$ cat config.mk
export PLATFORM = sky130hd
export DESIGN_NAME = mem_port_sched_flat
export DESIGN_NICKNAME = d
export VERILOG_FILES = /design/src/rtl/mem_port_sched_if.sv /design/src/rtl/mem_port_sched.sv /design/src/flat_wrapper.sv
export SDC_FILE = /design/constraint.sdc
export NUM_CORES = 1
export LEC_CHECK = 0
export CAP_MARGIN = 20
export CORE_MARGIN = 3
export CORE_UTILIZATION = 39
export DETAILED_ROUTE_END_ITERATION = 10
export HOLD_SLACK_MARGIN = 0.03
export PLACE_DENSITY = 0.86
export SYNTH_ARGS = -nofsm -noshare
export SYNTH_HDL_FRONTEND = slang
export SYNTH_SLANG_ARGS = --single-unit
export TNS_END_PERCENT = 5
$ cat constraint.sdc
create_clock -name clk -period 10.1 [get_ports clk]
set_input_delay 1.01 -clock clk [delete_from_list [all_inputs] [get_ports clk]]
set_output_delay 1.01 -clock clk [all_outputs]
set_load 0.02 [all_outputs]
$ cat src/rtl/mem_port_sched_if.sv
// rtl/mem_port_sched_if.sv - fetch, load/store and RAM signal bundle for mem_port_sched
interface mem_port_sched_if #(
  parameter int ADDR_W = 10,
  parameter int DATA_W = 32
);
  logic              if_req;
  logic [31:0]       if_addr;
  logic              if_ready;
  logic [DATA_W-1:0] if_instr;

  logic              d_rd;
  logic              d_wr;
  logic [31:0]       d_addr;
  logic [DATA_W-1:0] d_wdata;
  logic              d_ready;
  logic [DATA_W-1:0] d_rdata;

  logic              mem_en;
  logic              mem_we;
  logic [ADDR_W-1:0] mem_addr;
  logic [DATA_W-1:0] mem_wdata;
  logic [DATA_W-1:0] mem_rdata;

  logic              stall;
  logic              misalign;

  modport slave (
    input  if_req, if_addr, d_rd, d_wr, d_addr, d_wdata, mem_rdata,
    output if_ready, if_instr, d_ready, d_rdata,
           mem_en, mem_we, mem_addr, mem_wdata, stall, misalign
  );

  modport master (
    output if_req, if_addr, d_rd, d_wr, d_addr, d_wdata, mem_rdata,
    input  if_ready, if_instr, d_ready, d_rdata,
           mem_en, mem_we, mem_addr, mem_wdata, stall, misalign
  );
endinterface

$ cat src/rtl/mem_port_sched.sv
// rtl/mem_port_sched.sv - single-port RAM scheduler for fetch and load/store, data over fetch
// Define FETCH_BUF_EN to add a one-entry fetch buffer that bypasses the RAM on repeat fetches.
module mem_port_sched #(
  parameter int ADDR_W = 10,
  parameter int DATA_W = 32
) (
  input  logic             clk,
  input  logic             rst,
  mem_port_sched_if.slave  bus
);
  typedef enum logic [2:0] {IDLE, RD_I, RD_D, WR_D, DONE} state_t;

  state_t            state, state_n;
  logic [ADDR_W-1:0] if_word, d_word;
  logic              if_mis, d_mis;
  logic              pend_mis, pend_mis_n;
  logic              if_ready_n, d_ready_n, misalign_n;
  logic              mem_en_n, mem_we_n;
  logic [ADDR_W-1:0] mem_addr_n;
  logic [DATA_W-1:0] mem_wdata_n, if_instr_n, d_rdata_n;
  logic              unused_hi_bits;

  assign if_word = bus.if_addr[ADDR_W+1:2];
  assign d_word  = bus.d_addr[ADDR_W+1:2];
  assign if_mis  = (bus.if_addr[1:0] != 2'b00);
  assign d_mis   = (bus.d_addr[1:0] != 2'b00);
  assign unused_hi_bits = ^{bus.if_addr[31:ADDR_W+2], bus.d_addr[31:ADDR_W+2]};

  assign bus.stall = (bus.if_req & ~bus.if_ready) | ((bus.d_rd | bus.d_wr) & ~bus.d_ready);

`ifdef FETCH_BUF_EN
  logic              buf_valid;
  logic [ADDR_W-1:0] buf_tag;
  logic [DATA_W-1:0] buf_data;
  logic              buf_hit;

  assign buf_hit = buf_valid && (buf_tag == if_word);

  // A store to the buffered word invalidates it so the next fetch sees the new data.
  always_ff @(posedge clk or posedge rst) begin
    if (rst) begin
      buf_valid <= 1'b0;
      buf_tag   <= '0;
      buf_data  <= '0;
    end else if (state == RD_I) begin
      buf_valid <= 1'b1;
      buf_tag   <= bus.mem_addr;
      buf_data  <= bus.mem_rdata;
    end else if (state == IDLE && bus.d_wr && d_word == buf_tag) begin
      buf_valid <= 1'b0;
    end
  end
`endif

  always_comb begin
    state_n     = state;
    pend_mis_n  = pend_mis;
    mem_en_n    = 1'b0;
    mem_we_n    = 1'b0;
    mem_addr_n  = bus.mem_addr;
    mem_wdata_n = bus.mem_wdata;
    if_ready_n  = 1'b0;
    d_ready_n   = 1'b0;
    misalign_n  = 1'b0;
    if_instr_n  = bus.if_instr;
    d_rdata_n   = bus.d_rdata;
    case (state)
      IDLE: begin
        if (bus.d_wr) begin
          // Store commits on this edge, so its ready pulse goes out immediately.
          state_n     = WR_D;
          mem_en_n    = 1'b1;
          mem_we_n    = 1'b1;
          mem_addr_n  = d_word;
          mem_wdata_n = bus.d_wdata;
          d_ready_n   = 1'b1;
          misalign_n  = d_mis;
        end else if (bus.d_rd) begin
          state_n    = RD_D;
          mem_en_n   = 1'b1;
          mem_addr_n = d_word;
          pend_mis_n = d_mis;
        end else if (bus.if_req) begin
`ifdef FETCH_BUF_EN
          if (buf_hit) begin
            state_n    = DONE;
            if_instr_n = buf_data;
            if_ready_n = 1'b1;
            misalign_n = if_mis;
          end else
`endif
          begin
            state_n    = RD_I;
            mem_en_n   = 1'b1;
            mem_addr_n = if_word;
            pend_mis_n = if_mis;
          end
        end
      end
      RD_I: begin
        if_instr_n = bus.mem_rdata;
        if_ready_n = 1'b1;
        misalign_n = pend_mis;
        state_n    = DONE;
      end
      RD_D: begin
        d_rdata_n  = bus.mem_rdata;
        d_ready_n  = 1'b1;
        misalign_n = pend_mis;
        state_n    = DONE;
      end
      WR_D:    state_n = DONE;
      DONE:    state_n = IDLE;
      default: state_n = IDLE;
    endcase
  end

  always_ff @(posedge clk or posedge rst) begin
    if (rst) begin
      state         <= IDLE;
      pend_mis      <= 1'b0;
      bus.mem_en    <= 1'b0;
      bus.mem_we    <= 1'b0;
      bus.mem_addr  <= '0;
      bus.mem_wdata <= '0;
      bus.if_ready  <= 1'b0;
      bus.d_ready   <= 1'b0;
      bus.misalign  <= 1'b0;
      bus.if_instr  <= '0;
      bus.d_rdata   <= '0;
    end else begin
      state         <= state_n;
      pend_mis      <= pend_mis_n;
      bus.mem_en    <= mem_en_n;
      bus.mem_we    <= mem_we_n;
      bus.mem_addr  <= mem_addr_n;
      bus.mem_wdata <= mem_wdata_n;
      bus.if_ready  <= if_ready_n;
      bus.d_ready   <= d_ready_n;
      bus.misalign  <= misalign_n;
      bus.if_instr  <= if_instr_n;
      bus.d_rdata   <= d_rdata_n;
    end
  end
endmodule

$ cat src/flat_wrapper.sv
// flat-port wrapper written by rule: the top's interface ports become plain ports
module mem_port_sched_flat 
#(
  parameter int ADDR_W = 10,
  parameter int DATA_W = 32
)
  (clk, rst, bus_if_req, bus_if_addr, bus_d_rd, bus_d_wr, bus_d_addr, bus_d_wdata, bus_mem_rdata, bus_if_ready, bus_if_instr, bus_d_ready, bus_d_rdata, bus_mem_en, bus_mem_we, bus_mem_addr, bus_mem_wdata, bus_stall, bus_misalign);
  mem_port_sched_if #(.ADDR_W(ADDR_W), .DATA_W(DATA_W)) bus_i ();
  input  logic clk;
  input  logic rst;
  input wire logic [$bits(bus_i.if_req)-1:0] bus_if_req;
  input wire logic [$bits(bus_i.if_addr)-1:0] bus_if_addr;
  input wire logic [$bits(bus_i.d_rd)-1:0] bus_d_rd;
  input wire logic [$bits(bus_i.d_wr)-1:0] bus_d_wr;
  input wire logic [$bits(bus_i.d_addr)-1:0] bus_d_addr;
  input wire logic [$bits(bus_i.d_wdata)-1:0] bus_d_wdata;
  input wire logic [$bits(bus_i.mem_rdata)-1:0] bus_mem_rdata;
  output wire logic [$bits(bus_i.if_ready)-1:0] bus_if_ready;
  output wire logic [$bits(bus_i.if_instr)-1:0] bus_if_instr;
  output wire logic [$bits(bus_i.d_ready)-1:0] bus_d_ready;
  output wire logic [$bits(bus_i.d_rdata)-1:0] bus_d_rdata;
  output wire logic [$bits(bus_i.mem_en)-1:0] bus_mem_en;
  output wire logic [$bits(bus_i.mem_we)-1:0] bus_mem_we;
  output wire logic [$bits(bus_i.mem_addr)-1:0] bus_mem_addr;
  output wire logic [$bits(bus_i.mem_wdata)-1:0] bus_mem_wdata;
  output wire logic [$bits(bus_i.stall)-1:0] bus_stall;
  output wire logic [$bits(bus_i.misalign)-1:0] bus_misalign;
  assign bus_i.if_req = bus_if_req;
  assign bus_i.if_addr = bus_if_addr;
  assign bus_i.d_rd = bus_d_rd;
  assign bus_i.d_wr = bus_d_wr;
  assign bus_i.d_addr = bus_d_addr;
  assign bus_i.d_wdata = bus_d_wdata;
  assign bus_i.mem_rdata = bus_mem_rdata;
  assign bus_if_ready = bus_i.if_ready;
  assign bus_if_instr = bus_i.if_instr;
  assign bus_d_ready = bus_i.d_ready;
  assign bus_d_rdata = bus_i.d_rdata;
  assign bus_mem_en = bus_i.mem_en;
  assign bus_mem_we = bus_i.mem_we;
  assign bus_mem_addr = bus_i.mem_addr;
  assign bus_mem_wdata = bus_i.mem_wdata;
  assign bus_stall = bus_i.stall;
  assign bus_misalign = bus_i.misalign;
  mem_port_sched #(.ADDR_W(ADDR_W), .DATA_W(DATA_W)) u_core (.clk(clk), .rst(rst), .bus(bus_i));
endmodule
==> out/metrics.json, run 1 <==
{
  "multi_input_area": {"value": 1540, "unit": "µm²"},
  "postRouteWirelength": {"value": 11600, "unit": "µm"},
  "area_added_between_synthesis_and_finish": {"value": 58.3, "unit": "%"},
  "synth.top_cells.by_area": {"value": "sky130_fd_sc_hd__dfrtp_1, sky130_fd_sc_hd__mux2_2, sky130_fd_sc_hd__mux2_4, sky130_fd_sc_hd__buf_6, sky130_fd_sc_hd__nor3b_4"},
  "run_status": {"value": "completed"},
  "final.period_utilization": {"value": 0.412},
  "fill_cells": {"value": 840},
  "critical_path.startpoint_type": {"value": "primary input"},
  "leakage": {"value": 3.00, "unit": "nW"},
  "endpoint_kind": {"value": "output pin"},
  "avgSynthCellArea": {"value": 16.9, "unit": "µm²"},
  "place_congestion": {"value": 0.737},
  "cts_htree_levels": {"value": 4},
  "synth_top_family_by_area": {"value": "multiplexers"},
  "floorplan.die.width": {"value": 114, "unit": "µm"},
  "detailed_route_wire_length_per_cell": {"value": 18.3, "unit": "µm"},
  "power.density": {"value": 365, "unit": "nW/µm²"},
  "post_cts.repair.setup_buffers": {"value": 0},
  "synthesis.instances": {"value": 269},
  "final.setup.tns": {"value": 0, "unit": "ns"},
  "grt_first_pass_wirelength": {"value": 18500, "unit": "µm"},
  "clock_tree.buffer_depth": {"value": 2},
  "synth_area_leader_cell": {"value": "sky130_fd_sc_hd__dfrtp_1"},
  "synth-xor-area-share": {"value": 0},
  "hpwlAfterDp": {"value": 8430, "unit": "µm"},
  "grt_remaining_overflow": {"value": 0},
  "fin_hold_ws": {"value": 0.480, "unit": "ns"},
  "flip_flop_and_latch_count_after_synthesis": {"value": 115},
  "clock_latency": {"value": 0.41, "unit": "ns"},
  "antenna_found_initial": {"value": 0},
  "post_cts_resized": {"value": 0},
  "port_buffers": {"value": 204},
  "ir_worst_vdd": {"value": 0.220, "unit": "mV"},
  "post_synth_adder_cell_area": {"value": 0},
  "numClockSinks": {"value": 115},
  "timing.final.hold_violations": {"value": 0},
  "drt-initial-drc-count": {"value": 158},
  "final_setup_fails": {"value": 0},
  "ys_warn_count": {"value": 0},
  "yosysSeqAreaShare": {"value": 0.634},
  "groute.usage.overall": {"value": 0.191},
  "worst-slew-pin-transition": {"value": 0.983, "unit": "ns"},
  "worstPathRequired": {"value": 9.09, "unit": "ns"},
  "report.final.slew_viol_count": {"value": 0},
  "placement_rows": {"value": 38},
  "fin_crit": {"value": 4.16, "unit": "ns"},
  "fmax": {"value": 240, "unit": "MHz"},
  "most_frequent_standard_cell_in_the_layout_excluding_fill_and_tap_cells": {"value": "sky130_fd_sc_hd__clkdlybuf4s50_1"},
  "total_number_of_vias": {"value": 3066},
  "leading_cell_types_in_the_layout_fill_and_taps_excluded": {"value": "sky130_fd_sc_hd__clkdlybuf4s50_1, sky130_fd_sc_hd__dfrtp_1, sky130_fd_sc_hd__mux2_2, sky130_fd_sc_hd__mux2_4, sky130_fd_sc_hd__clkbuf_16"},
  "min_path_type": {"value": "register to register"},
  "timing.slew.headroom": {"value": 0.342},
  "cts.reportedPaths.clkPinSlew": {"value": 0.05, "unit": "ns"},
  "setup_ws": {"value": 5.94, "unit": "ns"},
  "die_area": {"value": 13000, "unit": "µm²"},
  "synth_area": {"value": 4540, "unit": "µm²"},
  "cts-buffers-inserted": {"value": 17},
  "yosys.area.top_type_share": {"value": 0.634},
  "holdBufCountCts": {"value": 0},
  "remaining_routing_drc_violations": {"value": 0},
  "pin_count": {"value": 245},
  "root_buffer": {"value": "sky130_fd_sc_hd__clkbuf_16"},
  "critical_path_maximum_fanout": {"value": 12},
  "fin_worst_skew": {"value": 0.00495, "unit": "ns"},
  "diodes": {"value": 0},
  "die-height": {"value": 114, "unit": "µm"},
  "yosysUniqueCellTypes": {"value": 20},
  "post_synth_mux_area_share": {"value": 0.306},
  "maxCapViolations": {"value": 0},
  "drt-pass1-iter-count": {"value": 4},
  "largest_net_degree_at_the_start_of_global_routing": {"value": 72},
  "rsz0062_at_grt": {"value": "false"},
  "synth_compound_area_frac": {"value": 0.00854},
  "clock_tree_from_tritoncts": {"value": "built"},
  "start_util": {"value": 0.408},
  "via_count_of_the_first_global_routing_pass": {"value": 3567},
  "critical_path_class": {"value": "primary input to output pin"},
  "floorplan.core_area": {"value": 11100, "unit": "µm²"},
  "vias_per_cell": {"value": 4.82},
  "register_area": {"value": 2880, "unit": "µm²"},
  "layout-drive-gt1-share": {"value": 0.304},
  "yosys.area_share.simple": {"value": 0.0242},
  "critical_path_arrival": {"value": 3.15, "unit": "ns"},
  "synthesis.nets": {"value": 402},
  "antenna_left": {"value": 0},
  "nets_final": {"value": 617},
  "dpl_ws": {"value": 5.96, "unit": "ns"}
}
synthesized netlist by cell type:
| library cell | instances |
|---|---|
| sky130_fd_sc_hd__a211oi_2 | 1 |
| sky130_fd_sc_hd__a21oi_1 | 2 |
| sky130_fd_sc_hd__buf_12 | 1 |
| sky130_fd_sc_hd__buf_2 | 1 |
| sky130_fd_sc_hd__buf_4 | 4 |
| sky130_fd_sc_hd__buf_6 | 5 |
| sky130_fd_sc_hd__dfrtp_1 | 115 |
| sky130_fd_sc_hd__inv_1 | 3 |
| sky130_fd_sc_hd__inv_2 | 1 |
| sky130_fd_sc_hd__mux2_1 | 2 |
| sky130_fd_sc_hd__mux2_2 | 96 |
| sky130_fd_sc_hd__mux2_4 | 19 |
| sky130_fd_sc_hd__nand2_1 | 1 |
| sky130_fd_sc_hd__nor2_1 | 7 |
| sky130_fd_sc_hd__nor2_4 | 1 |
| sky130_fd_sc_hd__nor3_1 | 4 |
| sky130_fd_sc_hd__nor3b_4 | 2 |
| sky130_fd_sc_hd__o21ai_0 | 2 |
| sky130_fd_sc_hd__o22ai_1 | 1 |
| sky130_fd_sc_hd__or3_4 | 1 |
where the power goes:
group / leakage [nW] / internal (mW) / switching (mW)
clock network: 0.260 / 0.328 / 0.191
logic: 1.38 / 0.700 / 0.577
registers: 1.36 / 0.700 / 0.132
total: 3.00 / 1.73 / 0.899
sequential cells by signal, indices dropped and copies added (netlist names):
register / flops
u_core.bus.mem_wdata: 32
u_core.bus.misalign: 1
u_core.bus.d_rdata: 32
u_core.bus.if_ready: 1
u_core.bus.if_instr: 32
u_core.state: 3
u_core.bus.mem_we: 1
u_core.bus.d_ready: 1
u_core.bus.mem_addr: 10
u_core.bus.mem_en: 1
u_core.pend_mis: 1
area by class of cell:
cell class	instances	area share
multi-input cells	139	0.214
clock buffers	25	0.0675
well taps	140	0.0244
inverters	4	0.00244
clock inverters	6	0.00418
flip-flops and latches	115	0.400
repair buffers	207	0.287
final timing paths:
| check | startpoint | depth (start not counted) | endpoint | slack, ns |
|---|---|---|---|---|
| max | bus_d_rd | 4 | bus_stall | 5.94 |
| min | u_core.bus.mem_wdata[25] | 1 | u_core.bus.mem_wdata[25] | 0.48 |
| max reg2reg | u_core.state[0] | 3 | u_core.bus.if_instr[28] | 7.97 |
| min reg2reg | u_core.bus.mem_wdata[25] | 1 | u_core.bus.mem_wdata[25] | 0.48 |
| min in group asynchronous | rst | 2 | u_core.bus.mem_wdata[25] | 1.01 |
| max in group asynchronous | rst | 3 | u_core.bus.mem_wdata[18] | 7.77 |
per-layer routing:
| metal | part of all wire | up-vias | GRT usage |
|---|---|---|---|
| li1 | - | 1396 | - |
| met1 | 0.35 | 1519 | 0.192 |
| met2 | 0.53 | 136 | 0.335 |
| met3 | 0.11 | 15 | 0.0960 |
| met4 | 0.014 | 0 | 0.0744 |
| met5 | 0 | - | 0 |
cells by family (layout without fill, tap and decap cells):
kind of cell | Yosys count | after routing
flip-flops | 115 | 115
AND/OR/NAND/NOR | 16 | 16
buffers and inverters | 15 | 242
multiplexers | 117 | 117
AO/OA/AOI/OAI | 6 | 6
critical path, stage by stage:
cell,delay (ns)
sky130_fd_sc_hd__clkdlybuf4s50_1,0.54
sky130_fd_sc_hd__nor2_1,0.80
sky130_fd_sc_hd__o22ai_1,0.19
sky130_fd_sc_hd__clkdlybuf4s50_1,0.60
stage by stage:
step / instance area, µm² / util / cells / power, mW
detailed placement: 6670 / 0.600 / 605 / 2.13
global placement: 6670 / 0.600 / 605 / 2.08
CTS: 7190 / 0.646 / 636 / 2.66
floorplan: 4540 / - / 269 / 1.54
global route: 7190 / 0.646 / 636 / 2.77
finish: 7190 / 0.646 / 636 / 2.63
Power figures use the tool's default switching activity.
==> inputs of run 2 (changes only) <==
- CORE_UTILIZATION: 39 -> 35
- PLACE_DENSITY: 0.86 -> 0.82
- clock period: 10.1 -> 3.7 ns (I/O delays scaled with it)
==> run 2 against run 1 <==
Effect of this change:
- clock power grew to 3.6 times the previous value
- flip-flop and latch count is the same
- register-to-register slack lost 6.4 ns
- global-route usage shrank 2.6 points
- critical path type unchanged
==> out/metrics.json, run 2 (synthesis gave the netlist of run 1 again) <==
{
  "final_setup_fails": {"value": 0, "change": "unchanged"},
  "largest_net_degree_at_the_start_of_global_routing": {"value": 65, "change": "-9.7%"},
  "total_number_of_vias": {"value": 3051, "change": "-0.49%"},
  "min_path_type": {"value": "primary input to async pin"},
  "die-height": {"value": 120, "unit": "µm", "change": "+5.3%"},
  "final.setup.tns": {"value": 0, "unit": "ns", "change": "unchanged"},
  "critical_path_arrival": {"value": 1.84, "unit": "ns", "change": "-1.31 ns"},
  "reg_top3": {"value": "u_core.bus.d_rdata x32, u_core.bus.if_instr x32, u_core.bus.mem_wdata x32"},
  "cell_family_with_the_largest_share_of_critical_path_delay": {"value": "buffers and inverters"},
  "floorplan.die.width": {"value": 120, "unit": "µm", "change": "+5.3%"},
  "grt_remaining_overflow": {"value": 0, "change": "unchanged"},
  "leading_cell_types_in_the_layout_fill_and_taps_excluded": {"value": "sky130_fd_sc_hd__clkdlybuf4s50_1, sky130_fd_sc_hd__dfrtp_1, sky130_fd_sc_hd__mux2_2, sky130_fd_sc_hd__mux2_4, sky130_fd_sc_hd__clkbuf_16"},
  "ff2ff_setup_slack": {"value": 1.58, "unit": "ns", "change": "-6.39 ns"},
  "hpwlAfterDp": {"value": 8230, "unit": "µm", "change": "-2.3%"},
  "drt-initial-drc-count": {"value": 113, "change": "-28%"},
  "place_congestion": {"value": 0.693, "change": "-5.9%"},
  "clock_latency": {"value": 0.41, "unit": "ns", "change": "about the same"},
  "endpoint_kind": {"value": "output pin"},
  "nets_final": {"value": 618, "change": "+0.16%"},
  "worst-slew-pin-transition": {"value": 0.710, "unit": "ns", "change": "-0.274 ns"},
  "root_buffer": {"value": "sky130_fd_sc_hd__clkbuf_16"},
  "fill_cells": {"value": 952, "change": "+13%"},
  "fin_worst_skew": {"value": 0.00475, "unit": "ns", "change": "-0.000200 ns"},
  "die_area": {"value": 14400, "unit": "µm²", "change": "+11%"},
  "report.power.total": {"value": 7.57, "unit": "mW", "change": "+190%"},
  "floorplan.core_area": {"value": 12400, "unit": "µm²", "change": "+11%"},
  "most_frequent_standard_cell_in_the_layout_excluding_fill_and_tap_cells": {"value": "sky130_fd_sc_hd__clkdlybuf4s50_1"},
  "antenna_found_initial": {"value": 0, "change": "unchanged"},
  "layout-drive-gt1-share": {"value": 0.313, "change": "+0.00882"},
  "timing.final.hold_violations": {"value": 0, "change": "unchanged"},
  "area_added_between_synthesis_and_finish": {"value": 62.8, "unit": "%"},
  "pin_count": {"value": 245, "change": "unchanged"},
  "cts-buffers-inserted": {"value": 17, "change": "unchanged"},
  "detailed_route_wire_length_per_cell": {"value": 17.0, "unit": "µm", "change": "-6.9%"},
  "placement_rows": {"value": 40, "change": "+5.3%"},
  "start_util": {"value": 0.367, "change": "-0.0408"},
  "critical_path_cell_sequence": {"value": "clkdlybuf4s50_1 > nor2_1 > o22ai_1 > clkdlybuf4s50_1"},
  "numClockSinks": {"value": 115, "change": "unchanged"},
  "fmax": {"value": 452, "unit": "MHz"},
  "leakage": {"value": 3.08, "unit": "nW", "change": "+2.7%"},
  "report.final.slew_viol_count": {"value": 0, "change": "unchanged"},
  "clock_tree_from_tritoncts": {"value": "built"},
  "diodes": {"value": 0, "change": "unchanged"},
  "critical_path_class": {"value": "primary input to output pin"},
  "critical_path.slowest_cell": {"value": "sky130_fd_sc_hd__clkdlybuf4s50_1"},
  "critical_path.reg2reg.endpoint": {"value": "u_core.bus.if_instr[15]"},
  "antenna_left": {"value": 0, "change": "unchanged"},
  "worstPathRequired": {"value": 3.33, "unit": "ns", "change": "-5.76 ns"},
  "rsz0062_at_grt": {"value": "false"},
  "post_cts.repair.setup_buffers": {"value": 0, "change": "unchanged"},
  "via_count_of_the_first_global_routing_pass": {"value": 3400, "change": "-4.7%"},
  "holdBufCountCts": {"value": 0, "change": "unchanged"},
  "clock_tree.buffer_depth": {"value": 2, "change": "unchanged"},
  "ir_worst_vdd": {"value": 0.507, "unit": "mV", "change": "+130%"},
  "slowest_stage_delay_cp": {"value": 0.64, "unit": "ns", "change": "-0.16 ns"},
  "post_cts_resized": {"value": 0, "change": "unchanged"},
  "cts_htree_levels": {"value": 4, "change": "unchanged"},
  "maxCapViolations": {"value": 0, "change": "unchanged"},
  "crit-reg2reg-launch": {"value": "u_core.state[0]"},
  "r2r_cells": {"value": 3, "change": "unchanged"},
  "drt-pass1-iter-count": {"value": 4, "change": "unchanged"},
  "crit_buf_inv": {"value": 2, "change": "unchanged"},
  "power.density": {"value": 1020, "unit": "nW/µm²", "change": "+180%"},
  "critical_path.startpoint_type": {"value": "primary input"},
  "grt_first_pass_wirelength": {"value": 18300, "unit": "µm", "change": "-1.3%"},
  "critical_path_maximum_fanout": {"value": 6, "change": "-6"},
  "crit_top_cell": {"value": "sky130_fd_sc_hd__clkdlybuf4s50_1"},
  "fin_crit": {"value": 2.21, "unit": "ns"},
  "timing.slew.headroom": {"value": 0.526, "change": "+0.184"},
  "final.period_utilization": {"value": 0.597},
  "cts.reportedPaths.clkPinSlew": {"value": 0.05, "unit": "ns", "change": "about the same"},
  "vias_per_cell": {"value": 4.58, "change": "-5.0%"},
  "port_buffers": {"value": 204, "change": "unchanged"},
  "postRouteWirelength": {"value": 11400, "unit": "µm", "change": "-2.5%"},
  "run_status": {"value": "completed"},
  "timing.critical_path.depth": {"value": 4, "change": "unchanged"},
  "groute.usage.overall": {"value": 0.164, "change": "-0.0262"},
  "remaining_routing_drc_violations": {"value": 0, "change": "unchanged"}
}
## run 2: per-layer routing
layer / track usage / wire length [µm] / vias to the layer above
met5: 0 / 0 / -
met4: 0.0666 / 190 / 0
met3: 0.0759 / 994 / 18
met2: 0.279 / 5870 / 122
met1: 0.177 / 4300 / 1525
li1: - / - / 1386
## run 2: cell type report
class | count | area [µm²] | area share
repair buffers | 208 | 2080 | 0.282
well taps | 168 | 210 | 0.0284
flip-flops and latches | 115 | 2880 | 0.389
clock inverters | 11 | 205 | 0.0278
clock buffers | 21 | 460 | 0.0623
multi-input cells | 139 | 1540 | 0.208
inverters | 4 | 17.5 | 0.00237
## run 2: how the worst max path moves through the flow
stage | from | endpoint | slack [ns]
6_report | bus_d_wr | bus_stall | 1.49
5_1_grt | u_core.state[0] | u_core.bus.if_instr[15] | 1.42
4_1_cts | bus_d_wr | bus_stall | 1.50
3_5_place_dp | bus_d_wr | u_core.bus.mem_wdata[0] | 1.46
3_3_place_gp | bus_d_wr | u_core.bus.mem_wdata[1] | 1.52
2_1_floorplan | rst | u_core.bus.d_rdata[0] | 0.29
## run 2: where the power goes
part	internal (mW)	leakage (nW)	total [mW]	switching, mW
registers	1.91	1.36	2.27	0.359
clock network	1.29	0.331	1.84	0.545
logic	1.91	1.39	3.47	1.55
## run 2: metrics by stage
stage | cell area [µm²] | cells | setup slack [ns] | hold WS [ns] | utilization
finish | 7390 | 666 | 1.49 | 0.420 | 0.598
global route | 7390 | 666 | 1.42 | 0.463 | 0.598
CTS | 7390 | 666 | 1.50 | 0.440 | 0.598
detailed placement | 6730 | 634 | 1.46 | 0.483 | 0.544
global placement | 6730 | 634 | 1.52 | 0.470 | 0.544
floorplan | 4540 | 269 | 0.286 | 0.468 | -
## run 2: worst register-to-register path, cell delays in order (launching register included)
cell and delay [ns]:
sky130_fd_sc_hd__dfrtp_1 0.47, sky130_fd_sc_hd__nor3b_4 0.66, sky130_fd_sc_hd__buf_4 0.47, sky130_fd_sc_hd__mux2_2 0.39
